$ cat config.mk
export PLATFORM = sky130hd
export DESIGN_NAME = bin_down_counter_flat
export DESIGN_NICKNAME = d
export VERILOG_FILES = /design/src/rtl/bin_cnt_pkg.sv /design/src/rtl/bin_down_counter_if.sv /design/src/rtl/bin_down_counter.sv /design/src/flat_wrapper.sv
export SDC_FILE = /design/constraint.sdc
export NUM_CORES = 1
export LEC_CHECK = 0
export CORE_MARGIN = 2
export CORE_UTILIZATION = 25
export CTS_CLUSTER_SIZE = 24
export DETAILED_ROUTE_END_ITERATION = 10
export PLACE_DENSITY = 0.52
export SLEW_MARGIN = 25
export SYNTH_ARGS = -nofsm -noshare
export SYNTH_HDL_FRONTEND = slang
export SYNTH_SLANG_ARGS = --single-unit
$ cat constraint.sdc
create_clock -name clk -period 1.64 [get_ports clk]
set_input_delay 0.164 -clock clk [delete_from_list [all_inputs] [get_ports clk]]
set_output_delay 0.164 -clock clk [all_outputs]
set_load 0.02 [all_outputs]
$ cat src/rtl/bin_cnt_pkg.sv
// -----------------------------------------------------------------------------
// bin_cnt_pkg
//   Shared types and constants for the loadable binary down-counter.
//   cnt_state_t   : FSM encoding (IDLE / RUN / DONE)
//   CNT_WIDTH_DEF : default counter width
// -----------------------------------------------------------------------------
package bin_cnt_pkg;

    typedef enum logic [1:0] {
        CNT_IDLE,
        CNT_RUN,
        CNT_DONE
    } cnt_state_t;

    localparam int CNT_WIDTH_DEF = 4;

endpackage

$ cat src/rtl/bin_down_counter_if.sv
// -----------------------------------------------------------------------------
// bin_down_counter_if
//   Control/status bundle for bin_down_counter.
//   load      : load request, start value taken from load_val
//   load_val  : start value (WIDTH bits)
//   en        : count enable
//   cnt_out   : current count (registered)
//   tc        : terminal-count pulse (registered, 1 cycle)
//   busy      : counter is in RUN
//   master drives load/load_val/en; slave (the counter) drives the status.
// -----------------------------------------------------------------------------
interface bin_down_counter_if
    import bin_cnt_pkg::*;
#(
    parameter int WIDTH = CNT_WIDTH_DEF
);

    logic             load;
    logic [WIDTH-1:0] load_val;
    logic             en;
    logic [WIDTH-1:0] cnt_out;
    logic             tc;
    logic             busy;

    modport master (
        output load,
        output load_val,
        output en,
        input  cnt_out,
        input  tc,
        input  busy
    );

    modport slave (
        input  load,
        input  load_val,
        input  en,
        output cnt_out,
        output tc,
        output busy
    );

endinterface

$ cat src/rtl/bin_down_counter.sv
// -----------------------------------------------------------------------------
// bin_down_counter
//   Loadable binary down-counter / countdown timer. A load captures a start
//   value; each enabled edge in RUN decrements it; reaching zero raises a
//   one-cycle terminal-count pulse.
//
//   Ports:
//     clk  : system clock, all logic on posedge
//     rst  : synchronous active-high reset (overrides load and en)
//     bus  : bin_down_counter_if.slave (load, load_val, en -> cnt_out, tc, busy)
//
//   Parameter WIDTH : counter width, 2..16
//
//   Build option BIN_DOWNCNT_RELOAD_EN:
//     defined   - auto-reload: on 1->0 the counter restarts from the last
//                 loaded value, pulses tc and stays in RUN (DONE unreachable).
//     undefined - one-shot: 1->0 pulses tc, passes through DONE for one
//                 cycle, then returns to IDLE.
//
//   State | Meaning
//   ------+-----------------------------------------------------------
//   IDLE  | stopped, cnt_out = 0, en ignored
//   RUN   | counting down on en
//   DONE  | single cycle after reaching zero, tc = 1 (one-shot only)
// -----------------------------------------------------------------------------
module bin_down_counter
    import bin_cnt_pkg::*;
#(
    parameter int WIDTH = CNT_WIDTH_DEF
) (
    input  logic               clk,
    input  logic               rst,
    bin_down_counter_if.slave  bus
);

    localparam logic [WIDTH-1:0] ONE  = WIDTH'(1);
    localparam logic [WIDTH-1:0] ZERO = '0;

    cnt_state_t       state_q, state_d;
    logic [WIDTH-1:0] cnt_q,   cnt_d;
    logic             tc_q,    tc_d;
    logic             busy_q,  busy_d;
`ifdef BIN_DOWNCNT_RELOAD_EN
    logic [WIDTH-1:0] reload_q, reload_d;
`endif

    // State and datapath registers
    always_ff @(posedge clk) begin
        if (rst) begin
            state_q  <= CNT_IDLE;
            cnt_q    <= ZERO;
            tc_q     <= 1'b0;
            busy_q   <= 1'b0;
`ifdef BIN_DOWNCNT_RELOAD_EN
            reload_q <= ZERO;
`endif
        end else begin
            state_q  <= state_d;
            cnt_q    <= cnt_d;
            tc_q     <= tc_d;
            busy_q   <= busy_d;
`ifdef BIN_DOWNCNT_RELOAD_EN
            reload_q <= reload_d;
`endif
        end
    end

    // Next-state and next-count
    always_comb begin
        state_d  = state_q;
        cnt_d    = cnt_q;
        tc_d     = 1'b0;
`ifdef BIN_DOWNCNT_RELOAD_EN
        reload_d = reload_q;
`endif
        if (bus.load) begin
            // load wins over en in every state, including DONE
            cnt_d   = bus.load_val;
            state_d = (bus.load_val != ZERO) ? CNT_RUN : CNT_IDLE;
`ifdef BIN_DOWNCNT_RELOAD_EN
            reload_d = bus.load_val;
`endif
        end else begin
            unique case (state_q)
                CNT_IDLE: begin
                    cnt_d = ZERO;
                end
                CNT_RUN: begin
                    if (bus.en) begin
                        // RUN is only entered with a nonzero count, so the
                        // 1 -> 0 step is the only way out and never underflows
                        if (cnt_q == ONE) begin
                            tc_d = 1'b1;
`ifdef BIN_DOWNCNT_RELOAD_EN
                            cnt_d   = reload_q;
                            state_d = CNT_RUN;
`else
                            cnt_d   = ZERO;
                            state_d = CNT_DONE;
`endif
                        end else begin
                            cnt_d = cnt_q - ONE;
                        end
                    end
                end
                CNT_DONE: begin
                    cnt_d   = ZERO;
                    state_d = CNT_IDLE;
                end
                default: begin
                    cnt_d   = ZERO;
                    state_d = CNT_IDLE;
                end
            endcase
        end
    end

    // busy is registered from the next state so it lines up with cnt_out
    always_comb begin
        busy_d = (state_d == CNT_RUN);
    end

    assign bus.cnt_out = cnt_q;
    assign bus.tc      = tc_q;
    assign bus.busy    = busy_q;

endmodule

$ cat src/flat_wrapper.sv
// flat-port wrapper written by rule: the top's interface ports become plain ports
module bin_down_counter_flat import bin_cnt_pkg::*;
#(
    parameter int WIDTH = CNT_WIDTH_DEF
)
  (clk, rst, bus_load, bus_load_val, bus_en, bus_cnt_out, bus_tc, bus_busy);
  bin_down_counter_if #(.WIDTH(WIDTH)) bus_i ();
  input  logic clk;
  input  logic rst;
  input wire logic [$bits(bus_i.load)-1:0] bus_load;
  input wire logic [$bits(bus_i.load_val)-1:0] bus_load_val;
  input wire logic [$bits(bus_i.en)-1:0] bus_en;
  output wire logic [$bits(bus_i.cnt_out)-1:0] bus_cnt_out;
  output wire logic [$bits(bus_i.tc)-1:0] bus_tc;
  output wire logic [$bits(bus_i.busy)-1:0] bus_busy;
  assign bus_i.load = bus_load;
  assign bus_i.load_val = bus_load_val;
  assign bus_i.en = bus_en;
  assign bus_cnt_out = bus_i.cnt_out;
  assign bus_tc = bus_i.tc;
  assign bus_busy = bus_i.busy;
  bin_down_counter #(.WIDTH(WIDTH)) u_core (.clk(clk), .rst(rst), .bus(bus_i));
endmodule
# Yosys cells after proc, flatten, opt, wreduce, memory -nomap -nowiden
# Cells that the tools add are included.
# Widths: inputs -> output; s select.
[totals]
ff_bits = 8
inputBits = 8
wordCells = 24
[op_classes]
reduce_logical = 3
bitwise_logic = 2
addsub = 1
muxes = 10
eq_ne = 4
[op_table]
columns = ["cell", "count"]
rows = [
  ["$mux 4", 4],
  ["$mux 2", 3],
  ["$eq 2x1->1 const B", 2],
  ["$eq 4x1->1 const B", 1],
  ["$pmux 2 s2", 1],
  ["$reduce_bool 4->1", 1],
  ["$reduce_or 4->1", 1],
  ["$sub 4x1->4 const B", 1],
  ["$ne 3x3->1 const B", 1],
  ["$logic_not 2->1", 1],
  ["$mux 1", 2],
  ["$not 1->1", 2],
]

# Longest topological paths before layout
[logic_depth]
depth_word = 6
depth_mapped = 6
ltp_nobuf = 6

# Worst setup path before layout
# No wires, ideal clock.
[synth_path]
path_type = "register to register"
startpoint = "register u_core.cnt_q[1] (netlist: u_core.bus.cnt_out[1])"
endpoint = "register u_core.cnt_q[2] (netlist: u_core.bus.cnt_out[2])"
path_slack_ns = 0.080
stages_incl_launch_ff = 7
t_arrival_ns = 1.448
setup_ns = 0.112
path_cell_list = "dfxtp_1 -> inv_1 -> ha_1 -> nand2b_1 -> a32o_1 -> nor2_1 -> a2111oi_1"
[synth_between]
elab_chain_len = 5
elab_cells_between_ends = 6
classes_between = "add/sub (1); eq/ne (1); mux (4)"
[synth_rtl]
columns = ["element", "line_no", "text"]
rows = [
  ["start, declared", "bin_down_counter.sv:40", "logic [WIDTH-1:0] cnt_q, cnt_d;"],
  ["start signal, assigned", "bin_down_counter.sv:59", "cnt_q <= cnt_d;"],
  ["$sub 4x1->4 or $eq 4x1->1 (tied branches)", "bin_down_counter.sv:102, bin_down_counter.sv:92", ""],
  ["$mux 4 *", "bin_down_counter.sv:92", "if (cnt_q == ONE) begin"],
  ["$mux 4 *", "bin_down_counter.sv:89", "if (bus.en) begin"],
  ["$mux 4 *", "bin_down_counter.sv:84", "unique case (state_q)"],
  ["$mux 4 *", "bin_down_counter.sv:76", "if (bus.load) begin"],
]
# Every way passes the cells marked *; elsewhere a longest branch is shown, timed or not. The select of a mux whose other input is x is not followed.
# A chain may end at the register's enable or synchronous reset.

# Worst setup path after layout
[layout_path]
startpoint = "register u_core.cnt_q[2] (netlist: u_core.bus.cnt_out[2])"
endpoint = "output bus_cnt_out[2]"
[layout_lines]
columns = ["element", "line_no", "text"]
rows = [
  ["end, declared", "flat_wrapper.sv:13", "output wire logic [$bits(bus_i.cnt_out)-1:0] bus_cnt_out;"],
]
# No word-level cell between the ends.

==> qor.txt <==
maximum achievable frequency: 657 MHz
xor-xnor portion of the synthesized cell area: 0%
CTS tree: done
cell taking the most area after synthesis: sky130_fd_sc_hd__dfxtp_1
overall die height: 45.3 um
P&R area growth vs syn: 47.9%
worst slack on hold paths: 526 ps
wire length of the first global-routing pass: 1.86 mm
total clock buffers created by CTS: 3
clk_lat worst skew: 260 ps
die area: 2050 um^2
dpl ws: -7.72 ps
antenna diode count: 0
number of non-filler instances in the completed layout: 81
fraction of the mapped netlist area in simple logic gates: 22.9%
leakage component of the power: 0.000246 uW
netlist area before placement: 425 um^2
Final setup violation count: 0
peak supply drop: 311 uV
final WL: 1.04 mm
largest fanout on the critical path: 5
clk sinks: 8
share of final-layout standard cells stronger than drive strength 1: 20.0%
number of max-capacitance violations reported: 0
global placement routability congestion: 0.857
transition time of the tightest slew-check pin: 479 ps
pin count of the biggest net entering global routing: 9
cell count after synthesis: 45
crit start category: flip-flop
Final Instance Area: 629 um^2
Sw Share: 27.8%
logic depth of the worst path, buffers included: 1
initial core utilization: 27.3%
Final Max Tran Viols: 0
Hold-fix buffers, CTS: 0
sequential fraction of design power: 42.7%
final net count: 77
normalized max-slew margin: 67.6%
result of the run: complete, no violations
library cell with the highest instance count after synthesis: sky130_fd_sc_hd__dfxtp_1
crit path capture type: output port
post-route clock skew: 1.73 ps
logic gate share of total power: 26.4%
Port Buffers: 13
leftover overflow at the end of global routing: 0
power spent charging and discharging nets: 140 uW
clock-pin slew reported for the worst setup and hold paths after clock tree synthesis: 60 ps
portion of the post-synthesis area used by sequential elements: 37.6%
post-synthesis async set-or-reset flop share: 0%
longest individual stage delay on the worst path: 650 ps
crit path DAT: 1360 ps
Most used DFF post-synth: sky130_fd_sc_hd__dfxtp_1
drt drc: 0
initial antenna violation count: 0
depth of the worst hold-timing path: 2
placed cell count: 78
proportion of synthesized area in mux cells: 2.35%
type of the setup path with the least slack: flip-flop to output port
vias in the first global route: 430
HPWL reported at the end of detailed placement: 813 um
final worst slack: 119 ps
area fraction in compound gates after synthesis: 24.1%
setup total negative slack: 0 ps
CTS root buffer: sky130_fd_sc_hd__clkbuf_4
cell-by-cell listing of the critical path: clkdlybuf4s50_1
Detail Route Antenna Nets: 0
required time worst endpoint: 1480 ps
power density normalized to cell area: 796 nW/um^2
Longest Clk Path Bufs: 2
RSZ-0062 raised after global routing: false
path depth of the worst reg2reg path: 5
hold path startpoint: u_core.bus.cnt_out[1]$_SDFFE_PP0P_
count of flip-flops with a built-in enable after synthesis: 0
top-area cell type share of the netlist area: 37.6%
Fin. Hold Viols: 0
Top Ports: 14
CP bufs+invs: 1
final worst-path cycle share: 92.7%
critical-path cell with the highest stage delay: sky130_fd_sc_hd__clkdlybuf4s50_1
vias per inst: 5.00
Total GRT Usage: 13.0%
Ys Warns: 0
die span in x: 45.3 um
mean routed wirelength per cell: 12.8 um
number of synthesized register bits: 8
net count after synthesis: 55
DP Area: 606 um^2
depth of the CTS H-tree: 1
routed via count: 405
main combinational cell family by area after synthesis: compound AO/OA/AOI/OAI gates
fraction of the mapped netlist area in adder cells: 5.88%
distinct cell type count of the synthesized netlist: 24
kind of path behind the tightest hold check: flip-flop to flip-flop
Setup crit start: u_core.bus.cnt_out[2]$_SDFFE_PP0P_
detailed-routing iteration count for the pre-antenna-repair pass: 4
largest cells by area after synthesis: sky130_fd_sc_hd__dfxtp_1, sky130_fd_sc_hd__ha_1, sky130_fd_sc_hd__nor2_1
start of the worst register-to-register path: u_core.bus.cnt_out[1]$_SDFFE_PP0P_
cell family with the largest share of critical-path delay: buffers and inverters
post-layout minimum cycle time: 1520 ps
internal power component: 362 uW
Mapped Avg Cell Area: 9.45 um^2
area of the core region: 1560 um^2
DRC violation total after the first TritonRoute iteration: 11
number of core rows: 14
list of most frequent post-synthesis cells: sky130_fd_sc_hd__dfxtp_1, sky130_fd_sc_hd__nor2_1, sky130_fd_sc_hd__inv_1, sky130_fd_sc_hd__nand2_1
clock group share of total power: 30.9%
## state kept, by name, summed over array words and instances (netlist names)
signal	count
u_core.state_q	2
u_core.bus.busy	1
u_core.bus.tc	1
u_core.bus.cnt_out	4
## per-stage QoR
stage	util [%]	power (uW)
after floorplan	-	287
after global placement	38.8	349
after detailed placement	38.8	350
after CTS	40.3	508
after global routing	40.4	531
final	40.4	501
## cells by family (layout without fill, tap and decap cells)
kind of cell	count (synthesis)	count (layout)
compound gates	11	11
fa+ha+maj	2	2
buf+inv	6	26
flops	8	8
mux	1	1
simple gates	17	17
## worst min-delay path, cell delays in order, from the launching register on
cell and delay, ps:
sky130_fd_sc_hd__dfxtp_1 330, sky130_fd_sc_hd__nor2_1 100, sky130_fd_sc_hd__nor3_1 50
## power by group through the flow
stage	Clock, uW	Combinational, uW	Sequential [uW]
2_1_floorplan	0	57.9	229
3_3_place_gp	0	131	218
3_5_place_dp	0	131	218
4_1_cts	161	132	214
5_1_grt	170	146	216
6_report	155	132	214
## worst paths after layout
path	slack (ps)	to
max	120	bus_cnt_out[2]
min	530	u_core.bus.cnt_out[1]$_SDFFE_PP0P_
max reg2reg	190	u_core.bus.cnt_out[1]$_SDFFE_PP0P_
min reg2reg	530	u_core.bus.cnt_out[1]$_SDFFE_PP0P_
## cell usage in the layout, fill, tap and decap left out
| cell | Yosys | layout |
|---|---|---|
| sky130_fd_sc_hd__a2bb2oi_1 | 1 | 1 |
| sky130_fd_sc_hd__a32o_1 | 1 | 1 |
| sky130_fd_sc_hd__or3b_4 | 1 | 1 |
| sky130_fd_sc_hd__nor4b_1 | 1 | 1 |
| sky130_fd_sc_hd__inv_1 | 4 | 4 |
| sky130_fd_sc_hd__o21bai_4 | 1 | 1 |
| sky130_fd_sc_hd__o41ai_1 | 1 | 1 |
| sky130_fd_sc_hd__nand2b_4 | 1 | 1 |
| sky130_fd_sc_hd__ha_1 | 2 | 2 |
| sky130_fd_sc_hd__nor4_1 | 2 | 2 |
| sky130_fd_sc_hd__clkbuf_4 | 0 | 3 |
| sky130_fd_sc_hd__a2111oi_1 | 1 | 2 |
| sky130_fd_sc_hd__nand2b_1 | 1 | 1 |
| sky130_fd_sc_hd__a31oi_1 | 2 | 2 |
| sky130_fd_sc_hd__dfxtp_1 | 8 | 8 |
| sky130_fd_sc_hd__nor2_1 | 5 | 5 |
| sky130_fd_sc_hd__mux2i_1 | 1 | 1 |
| sky130_fd_sc_hd__nand2_1 | 4 | 4 |
| sky130_fd_sc_hd__nor3_1 | 1 | 1 |
| sky130_fd_sc_hd__a311oi_2 | 1 | 1 |
| sky130_fd_sc_hd__buf_4 | 0 | 6 |
| sky130_fd_sc_hd__or2_1 | 1 | 1 |
| sky130_fd_sc_hd__clkdlybuf4s50_1 | 0 | 13 |
| sky130_fd_sc_hd__a21oi_1 | 2 | 2 |
## area by class of cell
cell class	count	area [um^2]
inverters	4	15.0
multi-input cells	31	236
fillers	157	930
well taps	16	20.0
repair buffers	19	175
flip-flops and latches	8	160
clock buffers	3	22.5
## layer usage
layer	vias up	share of wire [%]	global-route usage, %	wire (um)
met4	0	0	3.53	0
met3	0	5.9	6.00	61
met2	9	47	20.0	490
met1	192	47	16.2	486
met5	-	0	0	0
li1	204	-	-	-
## what timing repair did
action,4_1_cts,5_1_grt
hold endpoints to repair,0,0
gates resized for setup,0,1
endpoints found under the setup margin,0,1
setup buffers,0,0
Note: power is estimated with default switching activity, not from simulation.
